$ cat config.mk
export PLATFORM = sky130hd
export DESIGN_NAME = b2_bcd
export DESIGN_NICKNAME = d
export VERILOG_FILES = /design/src/rtl/b2_bcd.sv
export SDC_FILE = /design/constraint.sdc
export NUM_CORES = 1
export LEC_CHECK = 0
export ABC_AREA = 1
export BUFFER_PORTS_ARGS = -buffer_cell sky130_fd_sc_hd__buf_2
export CORE_AREA = 10 10 47 49
export CTS_CLUSTER_DIAMETER = 120
export DETAILED_ROUTE_END_ITERATION = 10
export DIE_AREA = 0 0 57 59
export PLACE_DENSITY = 0.32
export REMOVE_ABC_BUFFERS = 1
export SLEW_MARGIN = 40
export SYNTH_ARGS = -nofsm -noshare
export SYNTH_HDL_FRONTEND = slang
export SYNTH_SLANG_ARGS = --single-unit
$ cat constraint.sdc
create_clock -name clk -period 1.2 [get_ports clk]
set_clock_uncertainty 0.2 [all_clocks]
set_input_delay 0.3 -clock clk [delete_from_list [all_inputs] [get_ports clk]]
set_output_delay 0.3 -clock clk [all_outputs]
set_load 0.01 [all_outputs]
$ cat src/rtl/b2_bcd.sv
// Registered 4-bit binary to two-digit BCD converter.
// Double-dabble core feeding a 5-bit output register; one cycle of latency.
module b2_bcd (
  input  logic       clk,
  input  logic       rst,
  input  logic [3:0] inp,
  output logic [4:0] outp
);

  logic [4:0] result_d;
  logic [4:0] result_q;

  // Shift the binary value in MSB first, adding 3 to the ones digit before each
  // shift whenever it would overflow past 9 once doubled.
  always_comb begin
    result_d = '0;
    for (int i = 3; i >= 0; i--) begin
      if (result_d[3:0] >= 4'd5) begin
        result_d[3:0] = result_d[3:0] + 4'd3;
      end
      result_d = {result_d[3:0], inp[i]};
    end
  end

  always_ff @(posedge clk) begin
    if (rst) begin
      result_q <= '0;
    end else begin
      result_q <= result_d;
    end
  end

  assign outp = result_q;

endmodule

==> results.md, run 1 <==
- Routed WL per cell: 8.54 um
- # fillers: 172
- Largest register FFs: 5
- CTS H-Tree Depth: 1
- Area of the core: 1400 um^2
- Fin crit period: about 1200 ps
- Port bufs: 10
- Clock slew at reported path FFs: 40 ps
- FP Rows: 14
- Area Growth Syn to Fin: 54.9%
- CTS tree: done
- DRC Markers: 0
- CP required: 700 ps
- Total congestion overflow: 0
- Biggest area consumer among synthesized cells: dfxtp_1
- Die width: 57 um
- Clock root cell: clkbuf_4
- Gr usage total: 3.50%
- IR drop worst, VDD: between 0.2 and 0.25 mV
- Worst path bufs/invs: 1
- Commonest non-fill, non-tap cell in the layout: buf_2
- Largest net degree at the start of global routing: 5
- Slew headroom: 92.7%
- Routed Antenna Nets: 0
- Levels on crit path: 1
- Die area: 3360 um^2
- Post-CTS Setup Bufs: 0
- Synth cell types: 11
- Final hold violations: 0
- Vias: 212
- Top cell type's share of synthesized area: 46.2%
- Register area share after synthesis: between 40% and 50%
- WHS: 56.4 ps
- Mux contribution to synthesized area: 0%
- Setup TNS: 0 ps
- # setup viols final: 0
- Post-Syn Instances: 28
- Crit path launch: outp[3]
- # Max-Cap Violations: 0
- Status: finished, final reports clean
- Max incr delay on CP: 300 ps
- Synth Area in Compound Gates: 11.0%
- Main combinational cell family by area after synthesis: simple AND/OR/NAND/NOR gates
- Power Dens Cells: 1300 nW/um^2
- CP Capture Type: output pin
- Mapped Area: 216 um^2
- Vias in the first global route: 222
- Total Wirelength: 521 um
- Hold Crit Class: input port to flop
- Critical-path cell list: buf_2
- Share of cells above drive strength 1: a little over two fifths
- Synth warn: 0
- Fin. max-slew vios: 0
- TritonRoute pass-1 iters: 2
- Final period util: 96.4%
- Sink Count: 5
- Path type of the worst setup path: flop to output pin
- TritonCTS buffer count: 3
- CP Capture Point: outp[3]
- Final net count: 54
- CP max-delay cell: dfxtp_1
- Post-DP HPWL: 438 um
- Resized Gates After CTS: 0
- First-pass GRT wire length: between 700 and 800 um
- Antenna violations before repair: 0
- Cts hold-fix bufs: 0
- Max clock buf depth: 2
- Synth area leaders: dfxtp_1 46%, ha_1 12%, nand2_1 10%
- DRT iter0 DRCs: 1
- DIE HEIGHT: 59 um
- Avg Cell Area, Syn: 7.73 um^2
- Worst Tran Pin Value: 109 ps
- GP Congestion: 0.765
- Fmax: 0.864 GHz
- Antenna fix cells: 0
- CP Launch Type: flop
- Crit path DAT: 660 ps
- Commonest cells after routing, fill and taps aside: 10 x buf_2, 6 x nand2_1, 5 x dfxtp_1
- Overall Power: 0.437 mW
- Yosys reg bits: 5
- Leakage: 0.189 nW
- CP top delay family: flip-flops
- RSZ-0062 raised after global routing: no
- Initial Util: 15.4%
- Simple-Gate Fraction of Synth Area: a little under a quarter
- Worst-path fanout max: 1
- I/O Pins: 11
- Post-synthesis xor/xnor area fraction: 0%
- Post-DR vias/cell: 3.48
- Synth Area in Adders: 11.6%
## metal layers
metal  wire length, um  up-vias  track usage, %
met1               194       80            2.38
li1                  -      118               -
met4                45        0            8.05
met3                56        4            1.93
met5                 0        -               0
met2               225       10            4.34
## per-stage QoR
stage | setup slack, ps | utilization, % | std cells | instance area (um^2)
final | 43.2 | 23.9 | 61 | 335
after CTS | 25.7 | 23.9 | 61 | 335
after global routing | 4.90 | 23.9 | 61 | 335
after global placement | -27.7 | 22.1 | 57 | 309
after floorplan | 131 | - | 28 | 216
after detailed placement | -41.3 | 22.1 | 57 | 309
## power by group
part	total, mW	switching [mW]	internal [mW]
clock network	0.194	0.0683	0.126
registers	0.179	0.00171	0.177
logic	0.0648	0.0344	0.0304
## how the worst min path moves through the flow
| stage | startpoint | end | slack (ps) | cells after the start |
|---|---|---|---|---|
| floorplan | rst | outp[2] | 160 | 1 |
| global placement | inp[0] | outp[0] | 310 | 3 |
| detailed placement | inp[0] | outp[0] | 310 | 3 |
| CTS | rst | outp[2] | 50 | 2 |
| global route | rst | outp[2] | 70 | 2 |
| finish | rst | outp[2] | 60 | 2 |
## cell usage after synthesis
cell type,instances
nand2_1,6
dfxtp_1,5
nor2_1,4
inv_1,3
a21oi_1,2
ha_1,2
inv_2,2
a21oi_2,1
nand3_1,1
o21ai_1,1
or2_0,1
## final cells by class
type,count,area [um^2],area share (%)
inverters,5,18.8,5.60
flip-flops and latches,5,100,29.9
clock buffers,4,26.3,7.84
well taps,16,20.0,5.97
multi-input cells,18,97.6,29.1
repair buffers,13,72.6,21.6
## cell families (layout without fill, tap and decap cells)
logic type,count (synthesis),in the layout
adder cells (fa/ha/maj),2,2
AO/OA/AOI/OAI,4,4
buffers and inverters,5,22
AND/OR/NAND/NOR,12,12
flip-flops,5,5
Power figures use the tool's default switching activity.
==> inputs of run 2 (changes only) <==
--- a/config.mk
+++ b/config.mk
@@ -11,6 +11,7 @@
 export CTS_CLUSTER_DIAMETER = 120
 export DETAILED_ROUTE_END_ITERATION = 10
 export DIE_AREA = 0 0 57 59
+export GPL_TIMING_DRIVEN = 0
 export PLACE_DENSITY = 0.32
 export REMOVE_ABC_BUFFERS = 1
 export SLEW_MARGIN = 40
==> results.md, run 2 (synthesis results as in run 1) <==
- Critical-path cell list: buf_2
- Comb pwr share: between 10% and 20%
- # setup viols final: 0
- DRT iter0 DRCs: 3
- Path type of the worst setup path: flop to output pin
- Power Dens Cells: 1360 nW/um^2
- Status: finished, final reports clean
- CP max-delay cell: dfxtp_1
- CTS tree: done
- Clock share of power: between 40% and 50%
- # fillers: approximately 170
- Fin crit period: between 1000 and 1500 ps
- Inst Count DP: 54
- TritonRoute pass-1 iters: 4
- Slew headroom: 91.8%
- Sw power: 0.0992 mW
- Resized Gates After CTS: 0
- Gr usage total: roughly 3.5%
- Crit path DAT: 650 ps
- Area Growth Syn to Fin: 44.5%
- Worst path bufs/invs: 1
- Die width: between 50 and 60 um
- CP required: ~700 ps
- CTS H-Tree Depth: 1
- I/O Pins: 11
- Post-DR vias/cell: 3.34
- Leakage: 0.174 nW
- DRC Markers: 0
- Area of the core: 1400 um^2
- Post-CTS Setup Bufs: 0
- Sw Share: 23.3%
- Post-DP HPWL: ~430 um
- Clock slew at reported path FFs: 40 ps
- Fmax: approximately 0.87 GHz
- Cts hold-fix bufs: 0
- Largest net degree at the start of global routing: 5
- Final std cells w/o fill: 58
- Max clock buf depth: 2
- Seq. cell area: 100 um^2
- Clock root cell: clkbuf_4
- Commonest cells after routing, fill and taps aside: 10 x buf_2, 6 x nand2_1, 5 x dfxtp_1
- Die area: between 3000 and 4000 um^2
- Largest register FFs: 5
- First-pass GRT wire length: approximately 800 um
- Multi-input gate area: approximately 98 um^2
- Worst-path fanout max: 1
- TritonCTS buffer count: 3
- CP Launch Type: flop
- Final net count: slightly above 50
- Cell-internal power: 0.327 mW
- # Max-Cap Violations: 0
- IR drop worst, VDD: 0.245 mV
- Max incr delay on CP: 300 ps
- GP Congestion: 0.761
- Sink Count: 5
- DIE HEIGHT: slightly below 60 um
- Antenna violations before repair: 0
- CP top delay family: flip-flops
- Overall Power: 0.426 mW
- Share of cells above drive strength 1: 38.1%
- Initial Util: between 10% and 20%
- Vias in the first global route: 212
- RSZ-0062 raised after global routing: no
- Final period util: 95.9%
- Port bufs: 10
- Antenna fix cells: 0
- Hold Crit Class: input port to flop
- Routed WL per cell: 8.72 um
- Total Wirelength: approximately 500 um
- Fin. max-slew vios: 0
- Routed Antenna Nets: 0
- CP Capture Type: output pin
- Sequential power share: about two fifths
- Worst Tran Pin Value: approximately 120 ps
- Total congestion overflow: 0
- Final hold violations: 0
- FP Rows: 14
- Commonest non-fill, non-tap cell in the layout: buf_2
- Vias: 194
## run 2: changes by cell type in the layout (fill, tap and decap cells not counted)
cell,before,now
buf_4,3,0
## run 2: worst paths after layout
kind,from,to,slack [ps],depth (start not counted)
worst max-delay path,outp[3],outp[3],50,1
worst min-delay path,inp[0],outp[0],60,3
## run 2: final cells by class
cell class | count | area share (%)
clock buffer | 4 | 8.40
multi-input combinational | 18 | 31.2
sequential | 5 | 32.0
tap | 16 | 6.40
inverter | 5 | 6.00
timing repair buffer | 10 | 16.0
## run 2: through the flow
stage	setup WS [ps]	hold WS (ps)	setup TNS [ps]	util, %	cell area (um^2)
after floorplan	131	162	0	-	216
after global placement	-50.9	308	-123	20.4	287
after detailed placement	-57.6	306	-139	20.4	287
after CTS	28.4	53.2	0	22.3	313
after global routing	2.56	71.5	0	22.3	313
final	49.4	61.4	0	22.3	313
## run 2: power by group through the flow
stage	clock [mW]	combinational, mW	sequential [mW]
final	0.189	0.0581	0.179
after global routing	0.211	0.0672	0.180
after CTS	0.202	0.0597	0.179
after detailed placement	0	0.0594	0.181
after global placement	0	0.0588	0.181
after floorplan	0	0.0262	0.188
## run 2: per-layer routing
layer	vias up	GRT usage, %	routed length, um
met3	0	1.93	31
met5	-	0	0
met2	6	4.34	260
li1	113	-	-
met4	0	7.05	0
met1	75	2.86	214
## run 2: tightest hold or removal path, cell delays in order
cell	delay, ps
buf_2	70
inv_1	30
nor2_1	60
==> inputs of run 3 (changes only) <==
--- a/config.mk
+++ b/config.mk
@@ -12,7 +12,7 @@
 export DETAILED_ROUTE_END_ITERATION = 10
 export DIE_AREA = 0 0 57 59
 export GPL_TIMING_DRIVEN = 0
-export PLACE_DENSITY = 0.32
+export PLACE_DENSITY_LB_ADDON = 0.1
 export REMOVE_ABC_BUFFERS = 1
 export SLEW_MARGIN = 40
 export SYNTH_ARGS = -nofsm -noshare
==> results.md, run 3 (synthesis results as in run 1) <==
- Worst path bufs/invs: 1
- Comb pwr share: 13.7%
- Final hold violations: 0
- RSZ-0062 raised after global routing: no
- Die width: 57 um
- Sequential power share: 42.3%
- I/O Pins: 11
- Initial Util: 15.4%
- # Max-Cap Violations: 0
- Worst-path fanout max: 1
- CP max-delay cell: dfxtp_2
- Leakage: 0.174 nW
- Total Wirelength: 496 um
- Commonest non-fill, non-tap cell in the layout: buf_2
- Final period util: about 97%
- CP Capture Type: output pin
- Largest register FFs: 5
- Hold path depth: 2
- Port bufs: 10
- Vias in the first global route: 211
- Antenna violations before repair: 0
- Fin. max-slew vios: 0
- DRT iter0 DRCs: 4
- Sink Count: 5
- Fmax: 0.863 GHz
- Slew headroom: between 90% and 100%
- Die area: approximately 3400 um^2
- CP required: around 700 ps
- # setup viols final: 0
- Design area: ~310 um^2
- Levels on crit path: 1
- Hold Crit Class: input port to flop
- Vias: 199
- CTS H-Tree Depth: 1
- Path type of the worst setup path: flop to output pin
- Fin crit period: about 1200 ps
- Sw Share: 22.7%
- Final net count: 51
- Area of the core: 1400 um^2
- Max clock buf depth: 2
- Largest net degree at the start of global routing: 5
- Area Growth Syn to Fin: 45.1%
- Max incr delay on CP: around 300 ps
- Sw power: 0.0961 mW
- CP top delay family: flip-flops
- Gr usage total: between 3 and 4%
- Clock share of power: 43.9%
- Clock slew at reported path FFs: 40 ps
- Cell-internal power: between 0.3 and 0.4 mW
- First-pass GRT wire length: between 800 and 900 um
- Routed WL per cell: 8.55 um
- Antenna fix cells: 0
- Placed cell areas: 287 um^2
- TritonCTS buffer count: 3
- Crit path DAT: about 660 ps
- Routed Antenna Nets: 0
- Critical-path cell list: buf_2
- Share of cells above drive strength 1: between 40 and 50%
- FP Rows: 14
- DIE HEIGHT: 59 um
- Commonest cells after routing, fill and taps aside: 10 x buf_2, 6 x nand2_1, 4 x nor2_1, 4 x dfxtp_1
- Fin util: between 20 and 25%
- Worst Tran Pin Value: 118 ps
- Power Dens Cells: ~1300 nW/um^2
- Post-DR vias/cell: 3.43
- CTS tree: done
- CP Launch Type: flop
- Post-DP HPWL: 425 um
- IR drop worst, VDD: 0.215 mV
- Status: finished, final reports clean
- GP Congestion: 0.719
- Total congestion overflow: 0
- TritonRoute pass-1 iters: 4
- Setup TNS: 0 ps
- Clock root cell: clkbuf_4
- DRC Markers: 0
- Cts hold-fix bufs: 0
- Overall Power: 0.423 mW
run 3: stage by stage:
step                setup WS (ps)  hold slack, ps  std cells
detailed placement          -55.8             314         54
global placement            -54.8             308         54
CTS                          31.8            57.7         58
global route                 7.13            66.6         58
finish                       41.4            62.9         58
floorplan                     131             162         28
run 3: area by class of cell:
| class | instances | area, um^2 |
|---|---|---|
| tap | 16 | 20.0 |
| multi-input combinational | 18 | 97.6 |
| clock buffer | 4 | 26.3 |
| inverter | 5 | 18.8 |
| fill | 171 | 1090 |
| timing repair buffer | 10 | 50.0 |
| sequential | 5 | 101 |
run 3: final timing paths:
kind | to | startpoint
worst max-delay path | outp[1] | outp[1]
worst min-delay path | outp[2] | rst
run 3: repair_timing:
item	in CTS	in global routing
buffers inserted	0	0
gates resized for setup	0	1
endpoints found under the setup margin	0	1
run 3: metal layers:
layer / GRT usage, % / routed length (um) / vias to the layer above
li1: - / - / 114
met1: 2.73 / 202 / 79
met2: 4.19 / 240 / 6
met3: 2.36 / 53 / 0
met4: 7.05 / 0 / 0
met5: 0 / 0 / -
run 3: power by group through the flow:
stage	clock network (mW)	registers (mW)	logic [mW]
after floorplan	0	0.188	0.0262
after global placement	0	0.181	0.0590
after detailed placement	0	0.182	0.0594
after CTS	0.200	0.179	0.0596
after global routing	0.207	0.181	0.0660
final	0.186	0.179	0.0581
